==> src/rtl/axil_cmd_master.sv <==
// AXI4-Lite master sequencer: turns a command stream into single-beat write, read and poll
// transactions, one in flight at a time, with exactly one response per command.
module axil_cmd_master #(
    parameter int unsigned POLL_GAP = 4,
    parameter logic [15:0] POLL_MAX = 16'hFFFF
) (
    input  logic        M_AXI_ACLK,
    input  logic        M_AXI_ARESETN,

    input  logic        cmd_valid,
    output logic        cmd_ready,
    input  logic [1:0]  cmd_op,
    input  logic [31:0] cmd_addr,
    input  logic [31:0] cmd_wdata,
    input  logic [31:0] cmd_mask,

    output logic        rsp_valid,
    input  logic        rsp_ready,
    output logic [31:0] rsp_rdata,
    output logic        rsp_err,
    output logic [15:0] rsp_polls,

    output logic [31:0] M_AXI_AWADDR,
    output logic        M_AXI_AWVALID,
    input  logic        M_AXI_AWREADY,
    output logic [31:0] M_AXI_WDATA,
    output logic [3:0]  M_AXI_WSTRB,
    output logic        M_AXI_WVALID,
    input  logic        M_AXI_WREADY,
    input  logic [1:0]  M_AXI_BRESP,
    input  logic        M_AXI_BVALID,
    output logic        M_AXI_BREADY,

    output logic [31:0] M_AXI_ARADDR,
    output logic        M_AXI_ARVALID,
    input  logic        M_AXI_ARREADY,
    input  logic [31:0] M_AXI_RDATA,
    input  logic [1:0]  M_AXI_RRESP,
    input  logic        M_AXI_RVALID,
    output logic        M_AXI_RREADY
);

    localparam logic [2:0] IDLE  = 3'd0;
    localparam logic [2:0] WADDR = 3'd1;
    localparam logic [2:0] WRESP = 3'd2;
    localparam logic [2:0] RADDR = 3'd3;
    localparam logic [2:0] RDATA = 3'd4;
    localparam logic [2:0] GAP   = 3'd5;
    localparam logic [2:0] RSP   = 3'd6;

    localparam logic [1:0]  OP_WRITE = 2'b00;
    localparam logic [1:0]  OP_POLL  = 2'b10;
    localparam logic [15:0] GAP_LAST = 16'(POLL_GAP);

    logic [2:0]  state_q, state_d;
    logic [1:0]  op_q, op_d;
    logic [31:0] addr_q, addr_d;
    logic [31:0] wdata_q, wdata_d;
    logic [31:0] mask_q, mask_d;
    logic [15:0] cnt_q, cnt_d;
    logic [15:0] gap_q, gap_d;

    logic        cmd_ready_q, cmd_ready_d;
    logic        awvalid_q, awvalid_d;
    logic        wvalid_q, wvalid_d;
    logic        bready_q, bready_d;
    logic        arvalid_q, arvalid_d;
    logic        rready_q, rready_d;
    logic        rsp_valid_q, rsp_valid_d;
    logic [31:0] rsp_rdata_q, rsp_rdata_d;
    logic        rsp_err_q, rsp_err_d;
    logic [15:0] rsp_polls_q, rsp_polls_d;

    logic is_poll;
    logic rd_match;
    logic at_limit;
    logic unused_bits;

    assign is_poll  = (op_q == OP_POLL);
    assign rd_match = ((M_AXI_RDATA & mask_q) == (wdata_q & mask_q));
    assign at_limit = (cnt_q == POLL_MAX);

    // Only the error bit of xRESP matters; the low address bits are forced to zero.
    assign unused_bits = ^{M_AXI_BRESP[0], M_AXI_RRESP[0], cmd_addr[1:0]};

    always_comb begin
        state_d     = state_q;
        op_d        = op_q;
        addr_d      = addr_q;
        wdata_d     = wdata_q;
        mask_d      = mask_q;
        cnt_d       = cnt_q;
        gap_d       = gap_q;
        cmd_ready_d = cmd_ready_q;
        awvalid_d   = awvalid_q;
        wvalid_d    = wvalid_q;
        bready_d    = bready_q;
        arvalid_d   = arvalid_q;
        rready_d    = rready_q;
        rsp_valid_d = rsp_valid_q;
        rsp_rdata_d = rsp_rdata_q;
        rsp_err_d   = rsp_err_q;
        rsp_polls_d = rsp_polls_q;

        case (state_q)
            IDLE: begin
                cmd_ready_d = 1'b1;
                if (cmd_valid && cmd_ready_q) begin
                    cmd_ready_d = 1'b0;
                    op_d        = cmd_op;
                    addr_d      = {cmd_addr[31:2], 2'b00};
                    wdata_d     = cmd_wdata;
                    mask_d      = cmd_mask;
                    cnt_d       = 16'd0;
                    if (cmd_op == OP_WRITE) begin
                        state_d   = WADDR;
                        awvalid_d = 1'b1;
                        wvalid_d  = 1'b1;
                    end else begin
                        state_d   = RADDR;
                        arvalid_d = 1'b1;
                    end
                end
            end

            WADDR: begin
                // AW and W retire independently; leave once both are gone.
                if (M_AXI_AWREADY) awvalid_d = 1'b0;
                if (M_AXI_WREADY) wvalid_d = 1'b0;
                if (!awvalid_d && !wvalid_d) begin
                    state_d  = WRESP;
                    bready_d = 1'b1;
                end
            end

            WRESP: begin
                if (M_AXI_BVALID) begin
                    bready_d    = 1'b0;
                    state_d     = RSP;
                    rsp_valid_d = 1'b1;
                    rsp_rdata_d = 32'd0;
                    rsp_err_d   = M_AXI_BRESP[1];
                    rsp_polls_d = 16'd0;
                end
            end

            RADDR: begin
                if (M_AXI_ARREADY) begin
                    arvalid_d = 1'b0;
                    rready_d  = 1'b1;
                    state_d   = RDATA;
                    if (cnt_q != 16'hFFFF) cnt_d = cnt_q + 16'd1;
                end
            end

            RDATA: begin
                if (M_AXI_RVALID) begin
                    rready_d = 1'b0;
                    if (!is_poll || rd_match || M_AXI_RRESP[1] || at_limit) begin
                        state_d     = RSP;
                        rsp_valid_d = 1'b1;
                        rsp_rdata_d = M_AXI_RDATA;
                        rsp_err_d   = M_AXI_RRESP[1] | (is_poll & ~rd_match & at_limit);
                        rsp_polls_d = cnt_q;
                    end else begin
                        state_d = GAP;
                        gap_d   = 16'd0;
                    end
                end
            end

            GAP: begin
                // Lasts POLL_GAP+1 cycles, so a zero gap still spends one cycle here.
                if (gap_q == GAP_LAST) begin
                    state_d   = RADDR;
                    arvalid_d = 1'b1;
                end else begin
                    gap_d = gap_q + 16'd1;
                end
            end

            RSP: begin
                if (rsp_ready) begin
                    rsp_valid_d = 1'b0;
                    state_d     = IDLE;
                    cmd_ready_d = 1'b1;
                end
            end

            default: begin
                state_d = IDLE;
            end
        endcase
    end

    always_ff @(posedge M_AXI_ACLK) begin
        if (!M_AXI_ARESETN) begin
            state_q     <= IDLE;
            op_q        <= 2'b00;
            addr_q      <= 32'd0;
            wdata_q     <= 32'd0;
            mask_q      <= 32'd0;
            cnt_q       <= 16'd0;
            gap_q       <= 16'd0;
            cmd_ready_q <= 1'b0;
            awvalid_q   <= 1'b0;
            wvalid_q    <= 1'b0;
            bready_q    <= 1'b0;
            arvalid_q   <= 1'b0;
            rready_q    <= 1'b0;
            rsp_valid_q <= 1'b0;
            rsp_rdata_q <= 32'd0;
            rsp_err_q   <= 1'b0;
            rsp_polls_q <= 16'd0;
        end else begin
            state_q     <= state_d;
            op_q        <= op_d;
            addr_q      <= addr_d;
            wdata_q     <= wdata_d;
            mask_q      <= mask_d;
            cnt_q       <= cnt_d;
            gap_q       <= gap_d;
            cmd_ready_q <= cmd_ready_d;
            awvalid_q   <= awvalid_d;
            wvalid_q    <= wvalid_d;
            bready_q    <= bready_d;
            arvalid_q   <= arvalid_d;
            rready_q    <= rready_d;
            rsp_valid_q <= rsp_valid_d;
            rsp_rdata_q <= rsp_rdata_d;
            rsp_err_q   <= rsp_err_d;
            rsp_polls_q <= rsp_polls_d;
        end
    end

    assign cmd_ready     = cmd_ready_q;
    assign rsp_valid     = rsp_valid_q;
    assign rsp_rdata     = rsp_rdata_q;
    assign rsp_err       = rsp_err_q;
    assign rsp_polls     = rsp_polls_q;

    assign M_AXI_AWADDR  = addr_q;
    assign M_AXI_AWVALID = awvalid_q;
    assign M_AXI_WDATA   = wdata_q;
    assign M_AXI_WSTRB   = 4'hF;
    assign M_AXI_WVALID  = wvalid_q;
    assign M_AXI_BREADY  = bready_q;
    assign M_AXI_ARADDR  = addr_q;
    assign M_AXI_ARVALID = arvalid_q;
    assign M_AXI_RREADY  = rready_q;

endmodule

==> config.mk <==
export PLATFORM = sky130hd
export DESIGN_NAME = axil_cmd_master
export DESIGN_NICKNAME = d
export VERILOG_FILES = /design/src/rtl/axil_cmd_master.sv
export SDC_FILE = /design/constraint.sdc
export NUM_CORES = 1
export LEC_CHECK = 0
export BUFFER_PORTS_ARGS = -buffer_cell sky130_fd_sc_hd__buf_2
export CAP_MARGIN = 25
export CORE_MARGIN = 2
export CORE_UTILIZATION = 53
export DETAILED_ROUTE_END_ITERATION = 8
export PLACE_DENSITY = 0.9
export SYNTH_ARGS = -nofsm -noshare
export SYNTH_HDL_FRONTEND = slang
export SYNTH_SLANG_ARGS = --single-unit
==> constraint.sdc <==
create_clock -name M_AXI_ACLK -period 3.9 [get_ports M_AXI_ACLK]
set_input_delay 0.39 -clock M_AXI_ACLK [delete_from_list [all_inputs] [get_ports M_AXI_ACLK]]
set_output_delay 0.39 -clock M_AXI_ACLK [all_outputs]
set_load 0.01 [all_outputs]
==> impl_results.md <==
- Final core occ: 0.672
- Number of port buffers: about 290
- Postcts setup bufs: 0
- Initial Utilization: 0.548
- Num CTS Buffers: 17
- FF+latch count, synth: around 190
- Yosys top cell area share: 0.466
- Final #Nets: 1377
- Crit path cell chain: xor2_1 -> a22oi_1 -> nand4_1 -> nor4_2 -> nor3b_1 -> or2_2 -> buf_12 -> nand3_1 -> a21oi_1
- CP delay by family, top: simple AND/OR/NAND/NOR gates
- Hold Path Origin: cmd_wdata[31]
- CORE AREA: 14600 µm²
- Gr usage total: 0.275
- DRC violations left: 0
- VDD IR max: 271 µV
- Die ar.: 16100 µm²
- Arr. time, crit path: 3.21 ns
- Required @ worst endpoint: 4.17 ns
- H-tree levels: 4
- Seq/Total Area, Yosys: 0.466
- Top_reg_cell synth: dfxtp_1
- Io pins: between 200 and 300
- Worst Setup EP: rsp_rdata[10]$_SDFFE_PN0P_
- Initial antenna violation count: 2
- RR Startpoint: M_AXI_WDATA[24]$_SDFFE_PN0P_
- Clock Sinks: between 150 and 200
- Levels on crit path: 9
- Setup slack at placement: 0.783 ns
- Most frequent cells after synthesis: 265 x nand2_1, 187 x dfxtp_1, 165 x a21oi_1, 52 x nand3_1, 45 x clkbuf_1
- Slew margin rel.: 0.422
- Wire per inst: 15.9 µm
- Setup TNS: 0 ns
- Clock skew: 0.0118 ns
- Crit end category: register
- Root Buffer: clkbuf_16
- Asr flop ratio synth: 0
- Final setup viols: 0
- Top cell type by total area after synthesis: dfxtp_1
- CTS tree: done
- PD cells: between 500 and 600 nW/µm²
- CP max stage delay: just under 0.6 ns
- Antenna Nets Post-Route: 0
- WS Path Type: reg -> reg
- Vias in the first global route: 7074
- DR iter-0 viols: 545
- Total wire length: 22800 µm
- Row count: 44
- Grt ovf: 0
- Final Hold Viols: 0
- Largest cells by area after synthesis: dfxtp_1 47%, nand2_1 12%, a21oi_1 10%, xor2_1 4.7%, buf_4 3.8%
- Post-Synthesis Cell Area: 8030 µm²
- Hold_buf cts: 0
- Setup slack after layout: 0.959 ns
- Most frequent cell after synthesis: nand2_1
- Clk_lat worst skew: between 0.4 and 0.5 ns
- Crit. Startpoint: M_AXI_WDATA[24]$_SDFFE_PN0P_
- Mapped Avg Cell Area: 7.91 µm²
- Reg2Reg Depth: 9
- Pins over their slew limit: 0
- Slowest CP cell: nor4_2
- Mapped Cells: 1015
- Critical Path Start Type: register
- Share of cells above drive strength 1: 0.280
- RePlAce Congestion: ~0.85
- Max-cap violations: 0
- Worst hold path class: in -> reg
- Global-route wire length before repair: ~36000 µm
- Via/cell ratio: 5.44
- Post-CTS resize count: 0
- Status: complete, no violations
- Max frequency: 340 MHz
- Hpwl dp: approximately 16000 µm
- Final period util: 0.754
- Synth-to-layout area growth: 22.6%
- Post-synth EDFFs: 0
- Die Span Y: 127 µm
- Total number of vias: 7773
- WHS Path Cells: 3
- Chip Width: 127 µm
- Power, Total: between 5 and 6 mW
- Worst path bufs/invs: 1
- YS warnings: 0
- Final min period: 2.94 ns
- Flop-to-flop setup slack: 0.96 ns
- Drt first pass iters: 5
- CTS max path bufs: 2
- Static Leakage: 4.20 nW
- Largest net degree at the start of global routing: 85
- R2R Path End: rsp_rdata[10]$_SDFFE_PN0P_
- Crit path max fanout: 35
- Clock transition at path regs: 0.07 ns
- Synth cell types: 53
- Slew @ Worst Pin: 0.868 ns
- RSZ-0062 raised after global routing: no
## cell type report
| class | count | area [µm²] |
|---|---|---|
| Clock inverter | 12 | 116 |
| Sequential cell | 187 | 3740 |
| Multi-Input combinational cell | 717 | 3710 |
| Antenna cell | 2 | 5.00 |
| Tap cell | 184 | 230 |
| Timing Repair Buffer | 297 | 1550 |
| Clock buffer | 20 | 437 |
| Inverter | 11 | 43.8 |
| Fill cell | 1204 | 4800 |
## state kept, by name, indices dropped and copies added, names as in the netlist
signal         count
M_AXI_ARADDR      30
M_AXI_ARVALID      1
M_AXI_AWVALID      1
M_AXI_BREADY       1
M_AXI_RREADY       1
M_AXI_WDATA       32
M_AXI_WVALID       1
cmd_ready          1
cnt_q             16
gap_q             16
mask_q            32
op_q               2
rsp_err            1
rsp_polls         16
rsp_rdata         32
rsp_valid          1
state_q            3
## power breakdown
| group | leakage (nW) | switching [mW] | internal [mW] | total (mW) |
|---|---|---|---|---|
| Sequential | 1.51 | 0.175 | 2.09 | 2.27 |
| Clock | 0.265 | 0.750 | 0.887 | 1.64 |
| Combinational | 2.42 | 0.807 | 0.455 | 1.26 |
| Total | 4.20 | 1.73 | 3.44 | 5.17 |
## layout by cell type, fill, tap and decap left out, types with 3 or more instances in the layout
cell	count
or3_1	6
inv_1	10
nand3_2	10
nor2_1	43
a22oi_1	16
buf_4	8
buf_12	3
nand4_1	15
nand2_1	265
clkinv_4	5
nor3_1	9
o2111ai_1	5
and3_1	4
clkbuf_1	3
xor2_1	43
o21ai_0	16
conb_1	8
clkbuf_16	17
buf_2	286
o31ai_1	3
ha_1	3
a21oi_1	165
xnor2_1	11
nand3_1	51
nand2b_1	4
dfxtp_1	187
mux2i_1	3
## kinds of logic after synthesis
logic type / share of synthesized area
AOI/OAI and AO/OA: 0.150
xor gates and xnor gates: 0.0589
adders and majority gates: 0.00468
buffers and inverters: 0.0773
DFF: 0.466
muxes: 0.00514
other: 0.000936
and+or+nand+nor: 0.237
## layer usage
layer / GRT usage / share of wire / routed length [µm]
met4: 0.103 / 0.021 / 473
met5: 0 / 0 / 0
met1: 0.351 / 0.42 / 9520
met3: 0.0532 / 0.070 / 1590
met2: 0.466 / 0.49 / 11200
## worst register-to-register path, cell delays in order, from the launching register on
cell	delay [ns]
dfxtp_1	0.33
xor2_1	0.16
a22oi_1	0.30
nand4_1	0.16
nor4_2	0.58
nor3b_1	0.21
or2_2	0.57
buf_12	0.27
nand3_1	0.12
a21oi_1	0.08
## how the worst min path moves through the flow
stage / to / slack, ns
global placement: mask_q[10]$_SDFFE_PN0P_ / 0.44
CTS: M_AXI_ARADDR[26]$_SDFFE_PN0P_ / 0.18
floorplan: op_q[0]$_SDFFE_PN0P_ / 0.43
detailed placement: mask_q[31]$_SDFFE_PN0P_ / 0.45
global route: mask_q[14]$_SDFFE_PN0P_ / 0.19
finish: M_AXI_WDATA[31]$_SDFFE_PN0P_ / 0.20
## through the flow
stage          area, µm²  cells  hold WS, ns
3_3_place_gp        9280   1396        0.441
6_report            9840   1430        0.196
5_1_grt             9830   1428        0.189
4_1_cts             9830   1428        0.181
3_5_place_dp        9280   1396        0.447
2_1_floorplan       8050   1021        0.431
(Power assumes the default switching activity.)
